<file path="src/rtl/adxl_spi_interface.sv">
// Bit-level SPI mode-3 engine for the ADXL345: shifts a 16-bit command word out
// MSB-first, captures MISO, and returns the last received byte with a done pulse.
module adxl_spi_interface #(
    parameter int unsigned CLK_DIV    = 50,  // clk cycles per SCLK half-period, 2..255
    parameter int unsigned FRAME_BITS = 16
) (
    input  logic                  clk,
    input  logic                  rst,
    input  logic                  transmit,
    input  logic [FRAME_BITS-1:0] txdata,
    input  logic                  sdi,
    output logic                  sdo,
    output logic                  sclk,
    output logic                  ss,
    output logic [7:0]            rxdata,
    output logic                  done,
    output logic                  busy
);

    localparam int unsigned CNT_W = 8;
    localparam int unsigned BIT_W = $clog2(FRAME_BITS);
    localparam logic [CNT_W-1:0] CNT_MAX  = CNT_W'(CLK_DIV - 1);
    localparam logic [BIT_W-1:0] BIT_LAST = BIT_W'(FRAME_BITS - 1);

    typedef enum logic [2:0] {
        S_IDLE,
        S_SETUP,
        S_SHIFT,
        S_HOLD,
        S_FINISH
    } state_e;

    state_e                state_q,    state_d;
    logic [CNT_W-1:0]      cnt_q,      cnt_d;
    logic [BIT_W-1:0]      bit_cnt_q,  bit_cnt_d;
    logic [FRAME_BITS-1:0] tx_shift_q, tx_shift_d;
    logic [7:0]            rx_shift_q, rx_shift_d;
    logic [7:0]            rxdata_q,   rxdata_d;
    logic                  sclk_q,     sclk_d;
    logic                  ss_q,       ss_d;
    logic                  sdo_q,      sdo_d;
    logic                  done_q,     done_d;
    logic                  busy_q,     busy_d;
    logic                  cnt_wrap;

    assign cnt_wrap = (cnt_q == CNT_MAX);

    always_comb begin
        // NOTE: every signal gets a default before the case so no path leaves one unassigned (no latches).
        state_d    = state_q;
        cnt_d      = cnt_q;
        bit_cnt_d  = bit_cnt_q;
        tx_shift_d = tx_shift_q;
        rx_shift_d = rx_shift_q;
        rxdata_d   = rxdata_q;
        sclk_d     = sclk_q;
        ss_d       = ss_q;
        sdo_d      = sdo_q;
        done_d     = 1'b0;
        busy_d     = busy_q;

        case (state_q)
            S_IDLE: begin
                ss_d   = 1'b1;
                sclk_d = 1'b1;
                sdo_d  = 1'b0;
                busy_d = 1'b0;
                cnt_d  = '0;
                if (transmit) begin
                    tx_shift_d = txdata;
                    rx_shift_d = '0;
                    bit_cnt_d  = '0;
                    ss_d       = 1'b0;
                    sdo_d      = txdata[FRAME_BITS-1];
                    busy_d     = 1'b1;
                    state_d    = S_SETUP;
                end
            end

            S_SETUP: begin
                if (cnt_wrap) begin
                    cnt_d   = '0;
                    state_d = S_SHIFT;
                end else begin
                    cnt_d = cnt_q + CNT_W'(1);
                end
            end

            S_SHIFT: begin
                if (cnt_wrap) begin
                    cnt_d = '0;
                    if (sclk_q) begin
                        // Falling edge: present the current MSB; the slave samples it on the next rise.
                        sclk_d = 1'b0;
                        sdo_d  = tx_shift_q[FRAME_BITS-1];
                    end else begin
                        sclk_d     = 1'b1;
                        rx_shift_d = {rx_shift_q[6:0], sdi};
                        tx_shift_d = tx_shift_q << 1;
                        bit_cnt_d  = bit_cnt_q + BIT_W'(1);
                        if (bit_cnt_q == BIT_LAST) begin
                            state_d = S_HOLD;
                        end
                    end
                end else begin
                    cnt_d = cnt_q + CNT_W'(1);
                end
            end

            S_HOLD: begin
                if (cnt_wrap) begin
                    cnt_d   = '0;
                    state_d = S_FINISH;
                end else begin
                    cnt_d = cnt_q + CNT_W'(1);
                end
            end

            S_FINISH: begin
                ss_d     = 1'b1;
                rxdata_d = rx_shift_q;
                done_d   = 1'b1;
                busy_d   = 1'b1;
                state_d  = S_IDLE;
            end

            default: state_d = S_IDLE;
        endcase
    end

    // Reset forces the bus idle at once, aborting any frame without a done pulse.
    always_ff @(posedge clk or negedge rst) begin
        if (!rst) begin
            state_q    <= S_IDLE;
            cnt_q      <= '0;
            bit_cnt_q  <= '0;
            tx_shift_q <= '0;
            rx_shift_q <= '0;
            rxdata_q   <= '0;
            sclk_q     <= 1'b1;
            ss_q       <= 1'b1;
            sdo_q      <= 1'b0;
            done_q     <= 1'b0;
            busy_q     <= 1'b0;
        end else begin
            // NOTE: non-blocking assignments so every flop updates from the same pre-edge values.
            state_q    <= state_d;
            cnt_q      <= cnt_d;
            bit_cnt_q  <= bit_cnt_d;
            tx_shift_q <= tx_shift_d;
            rx_shift_q <= rx_shift_d;
            rxdata_q   <= rxdata_d;
            sclk_q     <= sclk_d;
            ss_q       <= ss_d;
            sdo_q      <= sdo_d;
            done_q     <= done_d;
            busy_q     <= busy_d;
        end
    end

    assign sdo    = sdo_q;
    assign sclk   = sclk_q;
    assign ss     = ss_q;
    assign rxdata = rxdata_q;
    assign done   = done_q;
    assign busy   = busy_q;

endmodule

</file>
<file path="config.mk">
export PLATFORM = sky130hd
export DESIGN_NAME = adxl_spi_interface
export DESIGN_NICKNAME = d
export VERILOG_FILES = /design/src/rtl/adxl_spi_interface.sv
export SDC_FILE = /design/constraint.sdc
export NUM_CORES = 1
export LEC_CHECK = 0
export CAP_MARGIN = 20
export CELL_PAD_IN_SITES_DETAIL_PLACEMENT = 2
export CELL_PAD_IN_SITES_GLOBAL_PLACEMENT = 2
export CORE_AREA = 2 2 72 109
export DETAILED_ROUTE_END_ITERATION = 8
export DIE_AREA = 0 0 74 111
export PLACE_DENSITY = 0.87
export SYNTH_ARGS = -nofsm -noshare
export SYNTH_HDL_FRONTEND = slang
export SYNTH_SLANG_ARGS = --single-unit
</file>
<file path="constraint.sdc">
create_clock -name clk -period 3 [get_ports clk]
set_input_delay 0.45 -clock clk [delete_from_list [all_inputs] [get_ports clk]]
set_output_delay 0.45 -clock clk [all_outputs]
set_load 0.01 [all_outputs]
</file>
==> Yosys cells after proc, flatten, opt, wreduce, memory -nomap -nowiden <==
Index checks and enable logic that the tools add are counted.
{ "totals": {"input_bits": 20, "regBits": 52, "elab_cells": 68, "out_inout_bits": 13} }
{ "op_classes": {"n_mux": 33, "eq_ne": 13, "reduce_logical": 9, "add_sub_neg": 2} }
{ "op_table": {"columns": ["operator", "count"], "rows": [
  ["$mux 16", 3],
  ["$mux 8", 4],
  ["$pmux 16 s2", 1],
  ["$pmux 8 s2", 2],
  ["$mux 3", 6],
  ["$ne 2x2->1 const B", 7],
  ["$mux 4", 3],
  ["$pmux 3 s4", 1],
  ["$add 8x1->8 const B", 1],
  ["$eq 8x6->1 const B", 1],
  ["$mux 1", 8],
  ["$pmux 1 s2", 4],
  ["$pmux 4 s2", 1],
  ["$eq 3x2->1 const B", 2],
  ["$reduce_and 6->1", 1],
  ["$reduce_bool 2->1", 3],
  ["$add 4x1->4 const B", 1],
  ["$eq 4x4->1 const B", 1],
  ["$reduce_and 4->1", 1],
  ["$eq 3x1->1 const B", 1],
  ["$eq 3x3->1 const B", 1],
  ["$logic_not 3->1", 1],
  ["$reduce_and 3->1", 1],
  ["$reduce_or 3->1", 1],
  ["$reduce_and 2->1", 1]
]} }

==> Longest topological paths before layout <==
Gate-level depths: netlist of run 1.
{ "depth": {"depth_word": 5, "ltp_mapped": 7, "depth_no_buf": 6} }

==> Worst setup path after synthesis of run 1 <==
Ideal clock, no wire load.
{ "synth_path": {"path_kind": "flip-flop to flip-flop", "from": "register cnt_q[1]", "to": "register tx_shift_q[3]", "setup_ns": 0.125, "synth_period_minus_slack_ns": 2.266, "stages_incl_launch_ff": 8, "path_slack_ns": 0.734, "arrival_time_ns": 2.141, "required_ns": 2.875, "n_path_buf": 1, "cell_sequence": "dfrtp_1 > inv_1 > ha_1 > nor4b_4 > nand2_2 > a2111oi_4 > buf_8 > mux2_4"} }
{ "synth_between": {"elab_chain_len": 3} }
{ "synth_rtl": {"columns": ["item", "line", "source"], "rows": [
  ["start, declared", "34", "logic [CNT_W-1:0] cnt_q, cnt_d;"],
  ["start signal, assigned", "148", "cnt_q <= cnt_d;"],
  ["$eq 8x6->1", "46", "assign cnt_wrap = (cnt_q == CNT_MAX);"],
  ["$ne 2x2->1 (no source line)", null, null],
  ["$reduce_and 4->1 (no source line)", null, null],
  ["end signal, assigned", "150", "tx_shift_q <= tx_shift_d;"],
  ["end, declared", "36", "logic [FRAME_BITS-1:0] tx_shift_q, tx_shift_d;"]
]} }
Every way passes these cells.
A chain may end at the register's enable or synchronous reset.

==> Worst setup path after layout of run 1 <==
{ "layout_path": {"from": "register cnt_q[0]", "to": "register rx_shift_q[3]"} }
{ "layout_between": {"elab_chain_len": 3} }
{ "layout_rtl": {"columns": ["item", "line", "source"], "rows": [
  ["$eq 8x6->1", "46", null],
  ["$ne 2x2->1 (no source line)", null, null],
  ["$reduce_and 4->1 (no source line)", null, null],
  ["end signal, assigned", "151", "rx_shift_q <= rx_shift_d;"],
  ["end, declared", "37", "logic [7:0] rx_shift_q, rx_shift_d;"]
]} }
Every way passes these cells.

==> results by stage, run 1 <==
Status:
- The flow ran to the end, and the final reports show no timing, DRC or antenna violations.

CTS:
- The number of buffers added by the clock tree synthesis step is 5.
- Clock tree synthesis selected as its root buffer the cell sky130_fd_sc_hd__clkbuf_16.
- In this run, post-CTS repair resized a total of 0 instances.
- The clock tree synthesis step divided the H-tree into 2 levels.
- The latest clock arrival within the worst-skew pair is 0.29 ns.
- The clock sink count is 52.
- After clock tree synthesis, the clock-pin slew on the worst setup and hold paths is 0.07 ns.
- The maximum clock path buffer count is 2.
- The setup fix buffers added after clock tree synthesis is 0.
- The number of hold-repair buffers added at the cts stage is 0.
- TritonCTS built the clock tree.

Floorplanning:
- The die covers 0.00821 sq mm.
- Once the floorplan was initialized, standard cells occupied 34.7% of the core.
- The number of I/O pins is 33.
- The die is 111 um tall.
- The area of the placeable core is 0.00737 sq mm.
- From left edge to right edge, the die measures 74 um.
- The standard-cell row count is 39.

Routing:
- Summed over all layers, the routed wires come to 6390 um.
- In the routed design, unresolved DRC markers number 0.
- Dividing the detail-routed wire length by the instance count gives 17.9 um.
- The detailed router finished its first iteration with 41 violations.
- Using the TritonRoute via totals, the vias-per-cell ratio works out to 5.01.
- The final antenna-violating net count is 0.
- Across all layers, the routed design uses 1795 vias.
- The first detailed-routing pass took 6 iterations.

Critical path:
- The critical path required time is 3.20 ns.
- STA puts the critical path data arrival time at 2.60 ns.
- The worst register-to-register path begins at cnt_q[0].
- The worst setup path is captured at a flop.
- The most critical setup path has its startpoint at cnt_q[0].
- STA classifies the critical path startpoint as a flop.
- The setup path with the least slack is of type flop to flop.
- In this run the worst path has a maximum fanout of 12.

STA:
- The number of failing hold endpoints at the final stage is 0.
- For the final database, setup skew stands at 0.00639 ns.
- Setup repair after global routing left no endpoint under its margin.
- The headroom to the max-slew limit is 67.2%.
- The summed negative setup slack over all endpoints is 0 ns.
- The highest attainable clock frequency is 0.416 GHz.
- The final period demand of the worst path is 2.40 ns.
- For the pin with the worst max-slew slack, the measured transition is 0.490 ns.
- In the finished design, the share of the clock period the worst path needs comes to 80.2%.
- The setup-violating endpoint count in the final report is 0.
- The final-report max-slew violation count is 0.
- The worst hold margin is 0.121 ns.

GRT:
- The first-pass GRT wire length is 10500 um.
- Global routing finished with a remaining overflow of 0.
- The initial antenna violation count is 0.
- For this run, the total global-route usage over all layers was measured as 16.9%.
- The largest net degree at the start of global routing is 23.
- The via count of the first global-routing pass is 2056.

Job:
- The max capacitance violation total is 0.

Logic synthesis:
- The post-synthesis share of cell area spent on xor and xnor gates is 0.343%.
- The adder-cell share of the synthesized area is 1.47%.
- The top-area cell type share of the netlist area is 49.0%.
- Measured against the total synthesized area, the mux share comes to 22.1%.
- In this run the cell area of the synthesized design comes to 0.00255 sq mm.
- Synthesis produced a netlist whose cell count is 218.
- After synthesis, the share of flip-flops with an asynchronous set or reset is 100%.
- By area, the combinational part of the netlist is dominated by multiplexers.
- The most used flip-flop cell after synthesis is sky130_fd_sc_hd__dfrtp_1.
- Yosys printed 0 warnings.
- Of the total synthesized cell area, the portion taken by AND, OR, NAND and NOR gates is 14.5%.
- The compound-gate portion of the synthesized area is 6.12%.
- The average instance in the mapped netlist occupies 11.7 sq um.
- For this run, the register share of the synthesized area comes to 51.0%.
- After synthesis, the most frequently instantiated cells are sky130_fd_sc_hd__dfrtp_1 (50), sky130_fd_sc_hd__mux2_2 (31), sky130_fd_sc_hd__nand2_1 (20).
- Synthesis inferred 52 register bits.
- Sorting the synthesized cells by area gives the leading types as sky130_fd_sc_hd__dfrtp_1 (49%), sky130_fd_sc_hd__mux2_2 (14%), sky130_fd_sc_hd__mux2i_1 (4.3%).
- The most repeated cell in the gate-level netlist after synthesis is sky130_fd_sc_hd__dfrtp_1.
- The number of distinct library cells after synthesis is 43.
- The number of enable flip-flop cells after synthesis is 0.
- The synthesized net count is 241.
- The post-synthesis cell type with the largest combined area is sky130_fd_sc_hd__dfrtp_1.

Power and ir drop:
- The worst-case IR drop observed on VDD is 0.267 mV.
- The areal power density over the cells is 608 mW/mm^2.
- For this design the static power due to leakage is 1.35 nW.

Layout:
- The synthesis-to-layout area growth is 23.8%.
- The final layout net count is 278.
- The share of cells above drive strength 1 is 25.8%.
- The number of antenna diodes in the final layout is 0.
- The number of filler instances in the final layout is 755.

Hold path:
- The classification of the worst-slack hold path is primary input to asynchronous set/reset pin.

Placed design:
- The half-perimeter wire length of the detailed placement result is 4440 um.
- Port buffering added 32 buffers.
- At the end of routability-driven placement, the weighted congestion stood at 0.739.
==> metal layers <==
metal / GRT usage [%] / part of all wire [%] / wire length [um]
met4: 4.97 / 0.99 / 63
met3: 2.45 / 1.0 / 66
met5: 0 / 0 / 0
met2: 30.4 / 57 / 3670
met1: 19.9 / 41 / 2600
==> worst max-delay path, cell delays in order (launching register included) <==
cell and delay [ns]:
sky130_fd_sc_hd__dfrtp_1 0.45, sky130_fd_sc_hd__ha_1 0.19, sky130_fd_sc_hd__nor4b_4 0.31, sky130_fd_sc_hd__nand2_2 0.15, sky130_fd_sc_hd__a2111oi_4 0.41, sky130_fd_sc_hd__buf_4 0.30
sky130_fd_sc_hd__buf_4 0.27, sky130_fd_sc_hd__mux2i_1 0.23
==> flip-flops by register name, indices dropped and copies added, names as in the netlist <==
signal / cells
bit_cnt_q: 4
busy: 1
cnt_q: 8
done: 1
rx_shift_q: 8
rxdata: 8
sclk: 1
sdo: 1
ss: 1
state_q: 3
tx_shift_q: 16
==> where the power goes <==
group / leakage (nW) / switching, mW / internal (mW)
logic: 0.603 / 0.132 / 0.194
registers: 0.667 / 0.118 / 0.834
clock network: 0.0808 / 0.253 / 0.393
==> cell families (layout without fill, tap and decap cells) <==
kind of cell               Yosys count  count (layout)
AOI/OAI and AO/OA                   19              19
xor gates and xnor gates             1               1
adders and majority gates            3               3
buffers and inverters               25              63
DFF                                 52              52
muxes                               49              49
and+or+nand+nor                     69              69
==> placed cells by master, fill, tap and decap left out, drive strengths merged, types with 2 or more instances in the layout <==
master | synthesis | routed
a211o | 2 | 2
a21o | 2 | 2
a21oi | 4 | 4
and2 | 3 | 3
buf | 3 | 9
clkbuf | 7 | 6
clkdlybuf4s50 | 0 | 31
dfrtp | 50 | 50
dfstp | 2 | 2
ha | 3 | 3
inv | 15 | 15
mux2 | 38 | 38
mux2i | 11 | 11
nand2 | 21 | 21
nand3 | 11 | 11
nand4 | 4 | 4
nor2 | 12 | 12
nor2b | 3 | 3
nor4 | 2 | 2
o211ai | 4 | 4
or2 | 2 | 2
or4 | 4 | 4
==> per-stage QoR <==
step / cells / util, % / cell area, sq um / worst slack [ns] / total power [mW]
global placement: 350 / 40.7 / 3000 / 0.524 / 1.26
global route: 358 / 42.9 / 3160 / 0.438 / 2.02
CTS: 358 / 42.9 / 3160 / 0.559 / 1.95
detailed placement: 350 / 40.7 / 3000 / 0.389 / 1.29
floorplan: 218 / - / 2550 / 0.734 / 1.15
finish: 358 / 42.9 / 3160 / 0.595 / 1.92
==> cell type report <==
| cell class | count | area [sq um] | share of cell area [%] |
|---|---|---|---|
| clock buffer | 6 | 129 | 4.07 |
| clock inverter | 2 | 35.0 | 1.11 |
| timing repair buffer | 40 | 375 | 11.9 |
| multi-input combinational | 141 | 1140 | 35.9 |
| tap | 102 | 128 | 4.03 |
| sequential | 52 | 1300 | 41.2 |
| inverter | 15 | 56.3 | 1.78 |
==> path summary, 6_finish.rpt <==
path,end,slack [ns],cells after the start
max,rx_shift_q[3],0.60,7
max in group asynchronous,ss,2.17,2
min,cnt_q[6],0.12,1
max reg2reg,rx_shift_q[3],0.60,7
min reg2reg,tx_shift_q[7],0.51,1
min in group clk,tx_shift_q[7],0.51,1
Power figures use the tool's default switching activity.
==> inputs of run 2 (changes only) <==
- CORE_AREA: 2 2 72 109 -> 2 2 75 113
- DIE_AREA: 0 0 74 111 -> 0 0 77 115
- PLACE_DENSITY: 0.87 -> 0.85
- clock period: 3 -> 2.2 ns (I/O delays scaled with it)
==> results by stage, run 2 (same netlist as run 1, synthesis figures left out) <==
Status:
- The flow ran to the end, but the final reports show violations.
- The final reports fail on setup timing.

Critical path:
- STA classifies the critical path startpoint as a flop.
- In this run the worst path has a maximum fanout of 11.
- The type of the worst setup path is flop to flop.
- Data on the critical path arrives at its endpoint at 2.42 ns.
- The largest stage delay on the critical path is 0.41 ns.
- Traced cell by cell, the critical path runs through inv_1 > ha_1 > nor4b_4 > nand2_2 > a2111oi_4 > buf_4 > buf_12 > buf_8 > mux2i_2.
- STA puts the critical path data required time at 2.41 ns.
- The worst setup path is captured at a flop.
- The slowest stage of the critical path is the sky130_fd_sc_hd__dfrtp_1 cell.

Layout:
- More flip-flops sit in one register than any other, and that register is tx_shift_q.
- The final layout net count is 288.
- The number of flip-flops in the largest register is 16.
- The most frequent standard cell in the layout excluding fill and tap cells is sky130_fd_sc_hd__dfrtp_1.
- The number of filler instances in the final layout is 866.
- The synthesis-to-layout area growth is 28.0%.
- In the layout the commonest cells are sky130_fd_sc_hd__dfrtp_1 (50), sky130_fd_sc_hd__mux2_2 (31), sky130_fd_sc_hd__clkdlybuf4s50_1 (31).
- The share of cells above drive strength 1 is 28.9%.
- The post-layout utilization of the core is 41.4%.
- 0 antenna diodes ended up in the layout.

CTS:
- The maximum clock path buffer count is 2.
- The number of hold buffers added after CTS was 0.
- The latest clock arrival within the worst-skew pair is 0.30 ns.
- TritonCTS created 5 clock buffers.
- The tree built by TritonCTS fans out to 52 sinks.
- The CTS tree is built.
- The maximum level of the CTS H-tree is 2.
- After clock tree synthesis, the clock-pin slew on the worst setup and hold paths is 0.07 ns.
- The root buffer cell is sky130_fd_sc_hd__clkbuf_16.

GRT:
- Entering global routing, the biggest net connects 34 pins.
- The first global-routing pass estimated 10800 um of wire.
- The via count of the first global-routing pass is 2103.
- The combined global-route utilization of all metal layers is 15.9%.
- The initial antenna violation count is 0.
- After global routing the overflow that remains totals 0.

STA:
- Setup total negative slack on the finished layout was measured at -0.00376 ns.
- The number of failing hold endpoints at the final stage came to 0.
- Static timing analysis puts the maximum clock frequency at 0.454 GHz.
- Counting I/O delays and the setup requirement, the final critical path takes 2.20 ns.
- The headroom to the max-slew limit is 50.0%.
- The final-report max-slew violation count is 0.
- Across all setup checks in the final design, the least slack found is -0.00376 ns.
- Clock skew on the completed layout was measured at 0.00292 ns.
- For the pin with the worst max-slew slack, the measured transition is 0.750 ns.
- The share of the cycle needed by the critical path after routing is 100%.
- Setup violations remaining at the end of the flow were counted as 1.

Power and ir drop:
- The static leakage is 1.40 nW.
- VDD sags by at most 0.671 mV.
- The areal power density over the cells is 804 mW/mm^2.

Routing:
- The first routing iteration left 62 violations.
- The total number of vias is 1838.
- For this run, design rule violations remaining after detail routing come to 0.
- The first TritonRoute pass finished after 4 iterations.
- In the final routed layout, each cell accounts on average for 17.3 um.
- The vias per cell is 4.95.
- The final routed wirelength across all metal layers is 6410 um.
- The final antenna-violating net count is 0.

Floorplanning:
- In this run the count of I/O pins placed on the die edge is 33.
- The initialized floorplan defines 40 standard-cell rows.
- From left edge to right edge, the die measures 77 um.
- The area of the placeable core is 0.00791 sq mm.
- The initial core utilization is 32.3%.
- The total die area is 0.00886 sq mm.
- Measured along the y axis, the die boundary spans 115 um.

Hold path:
- The classification of the worst-slack hold path is primary input to asynchronous set/reset pin.

Placed design:
- The half-perimeter wire length of the detailed placement result is 4430 um.
- The congestion estimate from routability-driven global placement came to 0.758.
- Prior to clock tree synthesis, the placed netlist has a worst setup slack of -0.110 ns.
- Port buffering added 32 buffers.

Job:
- The max capacitance violation total is 0.
run 2: final cells by class:
| class | instances | area (sq um) | area share [%] |
|---|---|---|---|
| clock inverters | 1 | 7.51 | 0.230 |
| multi-input cells | 141 | 1140 | 34.9 |
| well taps | 105 | 131 | 4.02 |
| repair buffers | 50 | 488 | 14.9 |
| flip-flops and latches | 52 | 1300 | 39.9 |
| inverters | 15 | 56.3 | 1.72 |
| clock buffers | 7 | 143 | 4.36 |
run 2: final timing paths:
check	start	end	slack [ns]	cells past startpoint
worst max-delay path	cnt_q[1]	rx_shift_q[3]	-0.004	9
worst min-delay path	rst	tx_shift_q[14]	0.09	1
worst max register to register	cnt_q[1]	rx_shift_q[3]	-0.004	9
worst min register to register	tx_shift_q[13]	tx_shift_q[13]	0.51	1
max in group asynchronous	rst	cnt_q[4]	1.46	2
min in group clk	tx_shift_q[13]	tx_shift_q[13]	0.51	1
run 2: stage by stage:
stage	cells	hold WS [ns]	cell area, sq um	total power, mW
6_report	371	0.0930	3270	2.63
3_5_place_dp	358	0.449	3050	1.78
5_1_grt	371	0.159	3270	2.78
2_1_floorplan	218	0.0344	2550	1.56
4_1_cts	366	0.126	3210	2.62
3_3_place_gp	358	0.451	3050	1.74
run 2: repair_timing:
item | 4_1_cts | 5_1_grt
resized for setup | 1 | 2
buffers inserted | 0 | 4
endpoints found under the setup margin | 1 | 8
cloned | 0 | 1
pin swaps | 0 | 1
run 2: report_power, final:
part,internal (mW),total [mW],leakage [nW],switching (mW)
clock,0.455,0.822,0.0701,0.368
sequential,1.14,1.29,0.667,0.149
combinational,0.320,0.520,0.664,0.200
run 2: critical path: cells and delay by family, from the launching register on:
| kind | cells | cell delay (ns) |
|---|---|---|
| buffers and inverters | 4 | 0.59 |
| AOI/OAI and AO/OA | 1 | 0.39 |
| muxes | 1 | 0.22 |
| adders and majority gates | 1 | 0.15 |
| and+or+nand+nor | 2 | 0.36 |
| DFF | 1 | 0.41 |
run 2: metal layers:
| layer | share of wire [%] | wire, um | vias up | GRT usage [%] |
|---|---|---|---|---|
| met3 | 2.5 | 157 | 10 | 2.75 |
| met1 | 39 | 2470 | 951 | 17.6 |
| li1 | - | - | 856 | - |
| met4 | 2.5 | 163 | 0 | 5.71 |
| met5 | 0 | 0 | - | 0 |
| met2 | 56 | 3620 | 21 | 30.3 |
==> inputs of run 3 (changes only) <==
- CAP_MARGIN: 20 -> 30
- PLACE_DENSITY: 0.85 -> default
- PLACE_DENSITY_LB_ADDON: default -> 0.1
==> results by stage, run 3 (same netlist as run 1, synthesis figures left out) <==
STA:
- On the final layout, the worst clock skew is 0.00866 ns.
- For the pin with the worst max-slew slack, the measured transition is 0.559 ns.
- The number of failing hold endpoints at the final stage is 0.
- The highest attainable clock frequency is 0.499 GHz.
- The final critical-path setup slack is 0.198 ns.
- The final-report max-slew violation count is 0.
- The share of the cycle needed by the critical path after routing is 91.0%.
- Final hold analysis gives a worst-case slack of 0.0230 ns.
- Headroom to the max-slew limit came out at 62.8%.
- The final period demand of the worst path is 2.00 ns.
- Setup repair after global routing left no endpoint under its margin.
- The setup-violating endpoint count in the final report is 0.

Critical path:
- The buffer and inverter count on the worst path is 3.
- The arrival time reported for the critical path endpoint is 2.21 ns.
- The worst setup path is launched from a flop.
- The most common cell type on the critical path is sky130_fd_sc_hd__buf_12.
- The source of the worst register-to-register timing path is cnt_q[1].
- The critical path endpoint category is a flop.
- The cell depth of the worst flop-to-flop path is 8.
- The critical path goes through inv_1 > ha_1 > nor4b_4 > nand2_2 > a2111oi_4 > buf_12 > buf_12 > mux2i_1.
- The slowest stage of the critical path belongs to the cell sky130_fd_sc_hd__dfrtp_1.
- The type of the worst setup path is flop to flop.
- The largest fanout of any net on the critical path is 16.
- In this run the critical register-to-register path is captured at rx_shift_q[4].
- For this run, the slowest stage of the critical path takes 0.39 ns.
- The kind of cell adding the most delay to the critical path is buffers and inverters.
- The setup check on the worst reg-to-reg path leaves a slack of 0.20 ns.
- The critical path depth in cells is 8.
- Data on the critical path is required at its endpoint by 2.41 ns.

CTS:
- The tree is rooted in a sky130_fd_sc_hd__clkbuf_16.
- The setup fix buffers added after clock tree synthesis is 0.
- No sink is reached through more buffers than the 2 on the longest clock path.
- The number of resized instances in the post-cts repair step is 0.
- Clock-pin slew was measured on the worst setup and hold paths at 0.07 ns.
- Buffers inserted during clock tree synthesis total 5.
- The clock reaches the later pin of the worst-skew pair after 0.30 ns.
- The number of hold-repair buffers added at the cts stage is 0.
- Clock tree synthesis found a total of 52 sinks.
- The CTS tree is built.
- The maximum level of the CTS H-tree is 2.

Routing:
- The first detailed-routing pass took 3 iterations.
- The final antenna-violating net count is 0.
- Dividing the detail-routed via count by the number of cells gives 4.89.
- For this run, design rule violations remaining after detail routing come to 0.
- After detailed routing, the average wire length per cell comes to 16.2 um.
- The initial DRC count is 39.
- The total number of vias is 1800.
- Summed over all layers, the routed wires come to 5980 um.

Layout:
- Counting flops per register, the top entry is tx_shift_q.
- The synthesis-to-layout area growth is 28.7%.
- The number of filler instances in the final layout is 860.
- In the layout the commonest cells are sky130_fd_sc_hd__dfrtp_1 (50), sky130_fd_sc_hd__mux2_2 (31), sky130_fd_sc_hd__clkdlybuf4s50_1 (31).
- The count of placed standard cells in the final layout, fillers left out is 368.
- The register with the most flip-flops in the layout has 16 of them.
- For this run, the post-layout net count is 285.
- The share of cells above drive strength 1 is 28.1%.
- Leaving out fill and tap cells, the most frequent cell in the layout is sky130_fd_sc_hd__dfrtp_1.
- The number of diodes is 0.

Status:
- The run finished with clean final reports.

Power and ir drop:
- The total power is 2.79 mW.
- The analysis attributes to cell leakage a power of 1.41 nW.
- The worst-case vdd ir drop is 0.448 mV.
- For this design the ratio of total power to cell area is 849 mW/mm^2.

Placed design:
- At the end of routability-driven placement, the weighted congestion stood at 0.697.
- Port buffering added 32 buffers.
- The wire-length estimate of the detail-placed layout is 4210 um.
- After detailed placement, the design holds a cell count of 360.
- The placement-stage worst setup slack is -0.105 ns.

Floorplanning:
- 33 I/O pins were placed.
- The overall die height is 115 um.
- The total die area is 0.00886 sq mm.
- In this run the standard cell core region covers 0.00791 sq mm.
- The standard-cell row count is 40.
- Once the floorplan was initialized, standard cells occupied 32.3% of the core.
- From left edge to right edge, the die measures 77 um.

GRT:
- The initial antenna violation count was 0.
- Entering global routing, the biggest net connects 31 pins.
- The first global-routing pass estimated 10600 um of wire.
- The remaining global-route overflow is 0.
- The combined global-route utilization of all metal layers is 15.3%.
- The via count of the first global-routing pass is 2070.

Job:
- The max capacitance violation total is 0.

Hold path:
- In this run the worst hold path is classified as primary input to asynchronous set/reset pin.
==> run 3: layer usage <==
metal  share of wire (%)  up-vias  global-route usage, %
met5                   0        -                      0
met4                 1.5        0                   5.00
met3                 2.2        8                   2.67
met2                  55       21                   29.0
met1                  41      927                   17.5
li1                    -      844                      -
==> run 3: worst max-delay path by stage <==
| stage | slack, ns | end | start |
|---|---|---|---|
| after CTS | 0.14 | rx_shift_q[4] | cnt_q[1] |
| after global routing | 0.05 | rx_shift_q[4] | transmit |
| after global placement | -0.03 | tx_shift_q[1] | transmit |
| after detailed placement | -0.11 | rx_shift_q[4] | transmit |
| final | 0.20 | rx_shift_q[4] | cnt_q[1] |
| after floorplan | -0.01 | tx_shift_q[3] | cnt_q[1] |
==> run 3: area by class of cell <==
cell class	count	area (sq um)	area share, %
Inverter	15	56.3	1.71
Tap cell	105	131	4.00
Multi-Input combinational cell	141	1140	34.6
Clock buffer	5	125	3.81
Sequential cell	52	1300	39.6
Timing Repair Buffer	47	465	14.2
Clock inverter	3	68.8	2.09
==> run 3: power breakdown <==
| group | switching (mW) | internal (mW) | total (mW) |
|---|---|---|---|
| Clock | 0.363 | 0.656 | 1.02 |
| Combinational | 0.192 | 0.297 | 0.489 |
| Sequential | 0.147 | 1.14 | 1.28 |
==> run 3: through the flow <==
step / area, sq um / utilization [%] / setup TNS, ns
3_3_place_gp: 3090 / 39.1 / -0.323
5_1_grt: 3290 / 41.6 / 0
2_1_floorplan: 2550 / - / -0.0843
4_1_cts: 3290 / 41.6 / 0
3_5_place_dp: 3090 / 39.1 / -1.02
6_report: 3290 / 41.6 / 0
